==> src/rtl/ysyx_22041211_ifu_axi_fetch_pkg.sv <==
// ysyx_22041211_ifu_axi_fetch_pkg: FSM state encodings, AXI read response codes and the NOP word
// shared by the instruction-fetch AXI master.
package ysyx_22041211_ifu_axi_fetch_pkg;

   typedef enum logic [1:0] {
      IDLE = 2'b00,
      ADDR = 2'b01,
      DATA = 2'b10,
      RESP = 2'b11
   } state_t;

   localparam logic [1:0] RESP_OKAY   = 2'b00;
   localparam logic [1:0] RESP_EXOKAY = 2'b01;
   localparam logic [1:0] RESP_SLVERR = 2'b10;
   localparam logic [1:0] RESP_DECERR = 2'b11;

   localparam logic [31:0] NOP_INST = 32'h0000_0013;

   // Anything other than a plain OKAY is reported to the IFU as a fetch error.
   function automatic logic resp_is_err(input logic [1:0] r);
      return r inside {RESP_EXOKAY, RESP_SLVERR, RESP_DECERR};
   endfunction

endpackage

==> src/rtl/ysyx_22041211_ifu_axi_fetch.sv <==
// ysyx_22041211_ifu_axi_fetch: single-outstanding AXI4-Lite instruction fetch master with redirect kill.
// Define IFU_FETCH_ALIGN_CHECK_EN to answer misaligned pcs locally with a NOP plus error.
module ysyx_22041211_ifu_axi_fetch
   import ysyx_22041211_ifu_axi_fetch_pkg::*;
#(
   parameter int ADDR_WIDTH = 32,
   parameter int DATA_WIDTH = 32
) (
   input  logic                  clk,
   input  logic                  rst,
   input  logic                  req_valid,
   output logic                  req_ready,
   input  logic [ADDR_WIDTH-1:0] req_addr,
   input  logic                  flush_i,
   output logic                  resp_valid,
   input  logic                  resp_ready,
   output logic [DATA_WIDTH-1:0] resp_inst,
   output logic                  resp_err,
   output logic [ADDR_WIDTH-1:0] araddr,
   output logic                  arvalid,
   input  logic                  arready,
   input  logic [DATA_WIDTH-1:0] rdata,
   input  logic [1:0]            rresp,
   input  logic                  rvalid,
   output logic                  rready
);

   state_t                state, state_n;
   logic                  kill, kill_n;
   logic                  arvalid_n, rready_n, resp_valid_n, resp_err_n;
   logic [ADDR_WIDTH-1:0] araddr_n;
   logic [DATA_WIDTH-1:0] resp_inst_n;
   logic                  misaligned;
   logic                  drop;

`ifdef IFU_FETCH_ALIGN_CHECK_EN
   assign misaligned = req_addr[1:0] != 2'b00;
`else
   assign misaligned = 1'b0;
`endif

   assign req_ready = (state == IDLE) & ~flush_i;
   // A flush arriving together with rvalid still kills that beat.
   assign drop = kill | flush_i;

   always_ff @(posedge clk or negedge rst) begin
      if (!rst) begin
         state      <= IDLE;
         kill       <= 1'b0;
         arvalid    <= 1'b0;
         rready     <= 1'b0;
         resp_valid <= 1'b0;
         resp_err   <= 1'b0;
         araddr     <= '0;
         resp_inst  <= '0;
      end else begin
         state      <= state_n;
         kill       <= kill_n;
         arvalid    <= arvalid_n;
         rready     <= rready_n;
         resp_valid <= resp_valid_n;
         resp_err   <= resp_err_n;
         araddr     <= araddr_n;
         resp_inst  <= resp_inst_n;
      end
   end

   always_comb begin
      state_n      = state;
      kill_n       = kill;
      arvalid_n    = arvalid;
      rready_n     = rready;
      resp_valid_n = resp_valid;
      resp_err_n   = resp_err;
      araddr_n     = araddr;
      resp_inst_n  = resp_inst;
      case (state)
         IDLE: begin
            if (req_valid & req_ready) begin
               if (misaligned) begin
                  resp_valid_n = 1'b1;
                  resp_err_n   = 1'b1;
                  resp_inst_n  = DATA_WIDTH'(NOP_INST);
                  state_n      = RESP;
               end else begin
                  araddr_n  = req_addr;
                  arvalid_n = 1'b1;
                  state_n   = ADDR;
               end
            end
         end
         ADDR: begin
            kill_n = drop;
            if (arready) begin
               arvalid_n = 1'b0;
               rready_n  = 1'b1;
               state_n   = DATA;
            end
         end
         DATA: begin
            kill_n = drop;
            if (rvalid) begin
               rready_n = 1'b0;
               if (drop) begin
                  kill_n  = 1'b0;
                  state_n = IDLE;
               end else begin
                  resp_inst_n  = rdata;
                  resp_err_n   = resp_is_err(rresp);
                  resp_valid_n = 1'b1;
                  state_n      = RESP;
               end
            end
         end
         default: begin
            if (resp_ready | flush_i) begin
               resp_valid_n = 1'b0;
               state_n      = IDLE;
            end
         end
      endcase
   end

endmodule

==> config.mk <==
export PLATFORM = sky130hd
export DESIGN_NAME = ysyx_22041211_ifu_axi_fetch
export DESIGN_NICKNAME = d
export VERILOG_FILES = /design/src/rtl/ysyx_22041211_ifu_axi_fetch_pkg.sv /design/src/rtl/ysyx_22041211_ifu_axi_fetch.sv
export SDC_FILE = /design/constraint.sdc
export NUM_CORES = 1
export LEC_CHECK = 0
export ABC_AREA = 1
export BUFFER_PORTS_ARGS = -buffer_cell sky130_fd_sc_hd__buf_2
export CORE_MARGIN = 3
export CORE_UTILIZATION = 49
export DETAILED_ROUTE_END_ITERATION = 10
export PLACE_DENSITY = 0.84
export SLEW_MARGIN = 15
export SYNTH_ARGS = -nofsm -noshare
export SYNTH_HDL_FRONTEND = slang
export SYNTH_SLANG_ARGS = --single-unit
==> constraint.sdc <==
create_clock -name clk -period 3.3 [get_ports clk]
set_clock_uncertainty 0.2 [all_clocks]
set_input_delay 0.165 -clock clk [delete_from_list [all_inputs] [get_ports clk]]
set_output_delay 0.165 -clock clk [all_outputs]
set_load 0.01 [all_outputs]
; Word level (Yosys, flattened, before mapping)
; Index checks and enable logic that the tools add are counted.
[op_classes]
bitwise_logic = 7
eq_ne = 9
n_mux = 18
reduce_logical = 13
[ops]
columns = cell, count
row1 = 2-bit 2-to-1 mux, 5
row2 = 3-bit AND reduction, 3
row3 = 1-bit 2-to-1 mux, 8
row4 = 1-bit case mux with 2 select lines, 4
row5 = 4-bit AND reduction, 2
row6 = "2-bit equality test, second input constant", 3
row7 = "2-bit != test, second input constant", 3
row8 = 2-bit case mux with 3 select lines, 1
row9 = 2-bit nonzero test, 3
row10 = "2-bit by 1-bit equality test with 1-bit output, second input constant", 2
row11 = 4-bit nonzero test, 1
row12 = 1-bit NOT, 3
row13 = 3-bit nonzero test, 1
row14 = 1-bit bitwise AND, 2
row15 = 2-bit logical NOT, 1
row16 = "2-bit by 1-bit != test with 1-bit output, second input constant", 1
row17 = 1-bit OR, 2
row18 = 2-bit AND reduction, 1
row19 = 2-bit OR reduction, 1
[totals]
reg_bits = 71

; Longest topological paths before layout
[logic_depth]
depth_word = 5
ltp_mapped = 8

; Worst setup path before layout
; No wires, ideal clock.
[synth_timing]
kind = flip-flop to flip-flop
start = register state[0]
end = register araddr[0]
slack_ps = 1636
t_required_ps = 2983
n_path_buf = 1
path_stages_with_launch = 9
t_arrival_ps = 1347
setup_time_ps = 117
cell_sequence = dfrtp_1 -> inv_1 -> ha_1 -> inv_1 -> nor2_2 -> nand2_1 -> buf_2 -> nand2_1 -> nand2_1
[synth_via]
elab_chain_cells = 4
[synth_lines]
columns = item, line_no
row1 = start: declaration, ysyx_22041211_ifu_axi_fetch.sv:28  ; state_t state, state_n;
row2 = start signal: assignment, ysyx_22041211_ifu_axi_fetch.sv:57  ; state <= state_n;
row3 = 2-bit logical NOT (*), "ysyx_22041211_ifu_axi_fetch.sv:42, ysyx_22041211_ifu_axi_fetch.sv:77"
row4 = 1-bit bitwise AND, ysyx_22041211_ifu_axi_fetch.sv:42  ; assign req_ready = (state == IDLE) & ~flush_i;
row5 = 1-bit bitwise AND, ysyx_22041211_ifu_axi_fetch.sv:79  ; if (req_valid & req_ready) begin
row6 = 2-bit AND reduction (no line) (*), n/a
row7 = end signal: assignment, ysyx_22041211_ifu_axi_fetch.sv:63  ; araddr <= araddr_n;
row8 = end: declaration, ysyx_22041211_ifu_axi_fetch.sv:19  ; output logic [ADDR_WIDTH-1:0] araddr,
; Mark *: on every way between the ends. The rest lies on a longest branch, timed or not.
; A chain may end at the register's enable or synchronous reset.

; Worst setup path in the final report
[layout_timing]
start = register state[0]
end = register resp_err
[layout_via]
elab_chain_cells = 2
[layout_lines]
columns = item, line_no
row1 = 2-bit equality test, ysyx_22041211_ifu_axi_fetch.sv:77  ; case (state)
row2 = 3-bit AND reduction (no line), n/a
row3 = end signal: assignment, ysyx_22041211_ifu_axi_fetch.sv:62  ; resp_err <= resp_err_n;
row4 = end: declaration, ysyx_22041211_ifu_axi_fetch.sv:18  ; output logic resp_err,
; No other way between the ends.

==> results.sh <==
export IMPL_hold_ws_ns=0.0296
export IMPL_dieHeight_um=83.7
export IMPL_core_um2=5680
export IMPL_maxSlewViolCount=0
export IMPL_required_ns=3.36
export IMPL_post_route_period_util_pct=76.4
export IMPL_total_power_mw=3.40
export IMPL_grtUsageMet2_pct=49.5
export IMPL_globalplace_congestion=0.824
export IMPL_slowest_delay_ns=0.58
export IMPL_avgSynthCellArea_um2=8.58
export IMPL_htree_levels=3
export IMPL_dieArea_um2=7010
export IMPL_grt_use_met3_pct=7.60
export IMPL_cp_common_cell="nand2_1"
export IMPL_cts_made_buffers=9
export IMPL_crit_family="buffers and inverters"
export IMPL_vdd_drop_max_mv=0.493
export IMPL_antenna_diode_count=0
export IMPL_drc_errors=0
export IMPL_p_per_area_nw_per_um2=736
export IMPL_fin_area_um2=4620
export IMPL_synthCells=345
export IMPL_clockBufferDepth=2
export IMPL_place_area_um2=3700
export IMPL_startpoint_type="flop"
export IMPL_num_vias=3265
export IMPL_min_path_type="in2reg"
export IMPL_critPathCaptureType="flop"
export IMPL_place_inst=548
export IMPL_cts_tree="built"
export IMPL_setup_viol=0
export IMPL_clk_pin_slew_worst_paths_ns=0.08
export IMPL_post_cts_resized=0
export IMPL_fin_setup_tns_ns=0
export IMPL_antenna_left=0
export IMPL_io_pins=142
export IMPL_cpMaxStageDelayCell="dlygate4sd3_1"
export IMPL_finalCriticalPeriod_ns=2.52
export IMPL_netlist_cell_type_count=17
export IMPL_final_cells=633
export IMPL_drive_gt1_share_pct=29.4
export IMPL_dp_hpwl_um=5090
export IMPL_die_w_um=83.7
export IMPL_status="complete, no violations"
export IMPL_synth_net_count=423
export IMPL_netlist_area_um2=2960
export IMPL_grt_pass1_vias=3337
export IMPL_drt_total_wl_um=10100
export IMPL_clk_latency_ns=0.33
export IMPL_max_freq_mhz=397
export IMPL_avgRoutedWirePerCell_um=16.0
export IMPL_rsz0062_at_grt="false"
export IMPL_rows=27
export IMPL_fin_nets=634
export IMPL_final_common_cell="nand2_1"
export IMPL_p_leak_nw=2.70
export IMPL_dr_pass1_iters=5
export IMPL_grt_pass1_wl_um=16900
export IMPL_tightestPinTransition_ns=0.911
export IMPL_area_growth_pct=56.0
export IMPL_synth_top_area_share_pct=60.0
export IMPL_grt_max_degree=42
export IMPL_initialDrtViolationCount=153
export IMPL_finalHoldViolCount=0
export IMPL_antenna_found_initial=0
export IMPL_synth_warnings=0
export IMPL_initial_core_util_pct=52.2
export IMPL_grt_busiest_layer="met2"
export IMPL_routed_via_density=5.16
export IMPL_worstPathArrival_ns=2.58
export IMPL_crit_fanout=34
export IMPL_use_met1_pct=38.8
export IMPL_cap_violations=0
export IMPL_crit_path_cell_trace="inv_1, ha_1, nand2_1, nor2_4, buf_4, o21ai_0, dlygate4sd3_1, nand2_1"
export IMPL_yosysTopAreaCell="dfrtp_1"
export IMPL_portBuffers=141
export IMPL_final_cell_mix="185 x nand2_1, 141 x buf_2, 71 x dfrtp_1"
export IMPL_overflow=0
export IMPL_cts_root_buf="clkbuf_8"
export IMPL_ys_ff_latch=71
export IMPL_synth_top_cells_by_area="dfrtp_1 60%, nand2_1 23%, nand3_1 6.6%"
export IMPL_ys_seq_area_share_pct=60.0
export IMPL_grt_use_total_pct=30.5
export IMPL_clock_sinks=71
export IMPL_critical_path_class="reg2reg"
export IMPL_post_cts_buffers=0
export IMPL_cts_hold_buf=69
export IMPL_path_buf_inv=3
export IMPL_max_slew_margin_pct=39.3
## layout make-up
cell class	instances	area, um^2
Sequential cell	71	1780
Timing Repair Buffer	215	1430
Fill cell	299	1060
Multi-Input combinational cell	245	1030
Clock buffer	11	151
Tap cell	72	90.1
Clock inverter	5	80.1
Inverter	14	52.6
## registers in the layout, summed over array words and instances, names as in the netlist
signal,cells
state,2
kill,1
rready,1
resp_valid,1
resp_err,1
arvalid,1
araddr,32
resp_inst,32
## metal layers
layer  routed length (um)  up-vias  part of all wire [%]
met5                    0        -                     0
met4                  273        0                   2.7
met2                 4870      234                    48
met3                 1120       28                    11
li1                     -     1484                     -
met1                 3840     1519                    38
## logic make-up (layout without fill, tap and decap cells)
logic type      Yosys count  count (layout)  synth area share [%]
simple gates            232             232                  31.4
flops                    71              71                  60.0
fa+ha+maj                 5               5                  2.11
compound gates            8               8                  1.44
buf+inv                  29             245                  5.07
## worst reg2reg max path: cells and delay by family (launching register included)
kind / cells / cell delay (ns)
flip-flops: 1 / 0.43
AND/OR/NAND/NOR: 3 / 0.32
AO/OA/AOI/OAI: 1 / 0.17
adder cells (fa/ha/maj): 1 / 0.29
buffers and inverters: 3 / 1.05
## power breakdown
group	internal, mW	leakage (nW)	switching [mW]	total, mW
clock	0.465	0.112	0.312	0.777
sequential	1.18	0.919	0.194	1.37
combinational	0.489	1.67	0.759	1.25
## cell usage after synthesis (all sizes together)
master	number
ha	5
inv	13
nor2	8
a21oi	3
dfrtp	71
o21ai	4
nand2	185
clkinv	1
buf	12
nand3	39
o21bai	1
clkbuf	3
## stage by stage
| step | utilization, % | setup WS [ns] |
|---|---|---|
| detailed placement | 65.1 | 1.02 |
| finish | 81.4 | 0.780 |
| floorplan | - | 1.64 |
| global route | 81.4 | 0.607 |
| CTS | 81.4 | 0.849 |
| global placement | 65.1 | 1.15 |
## path summary, 6_finish.rpt
path | endpoint | cells after the start | startpoint | slack [ns]
setup / recovery | resp_err$_DFFE_PN0P_ | 8 | state[0]$_DFFE_PN0P_ | 0.78
hold / removal | kill$_DFFE_PN0P_ | 5 | flush_i | 0.03
setup reg to reg | resp_err$_DFFE_PN0P_ | 8 | state[0]$_DFFE_PN0P_ | 0.78
hold reg to reg | resp_inst[14]$_DFFE_PN0P_ | 2 | resp_inst[14]$_DFFE_PN0P_ | 0.27
max in group asynchronous | resp_inst[6]$_DFFE_PN0P_ | 3 | rst | 1.64
min in group asynchronous | resp_inst[0]$_DFFE_PN0P_ | 2 | rst | 0.31
Note: power is estimated with default switching activity, not from simulation.
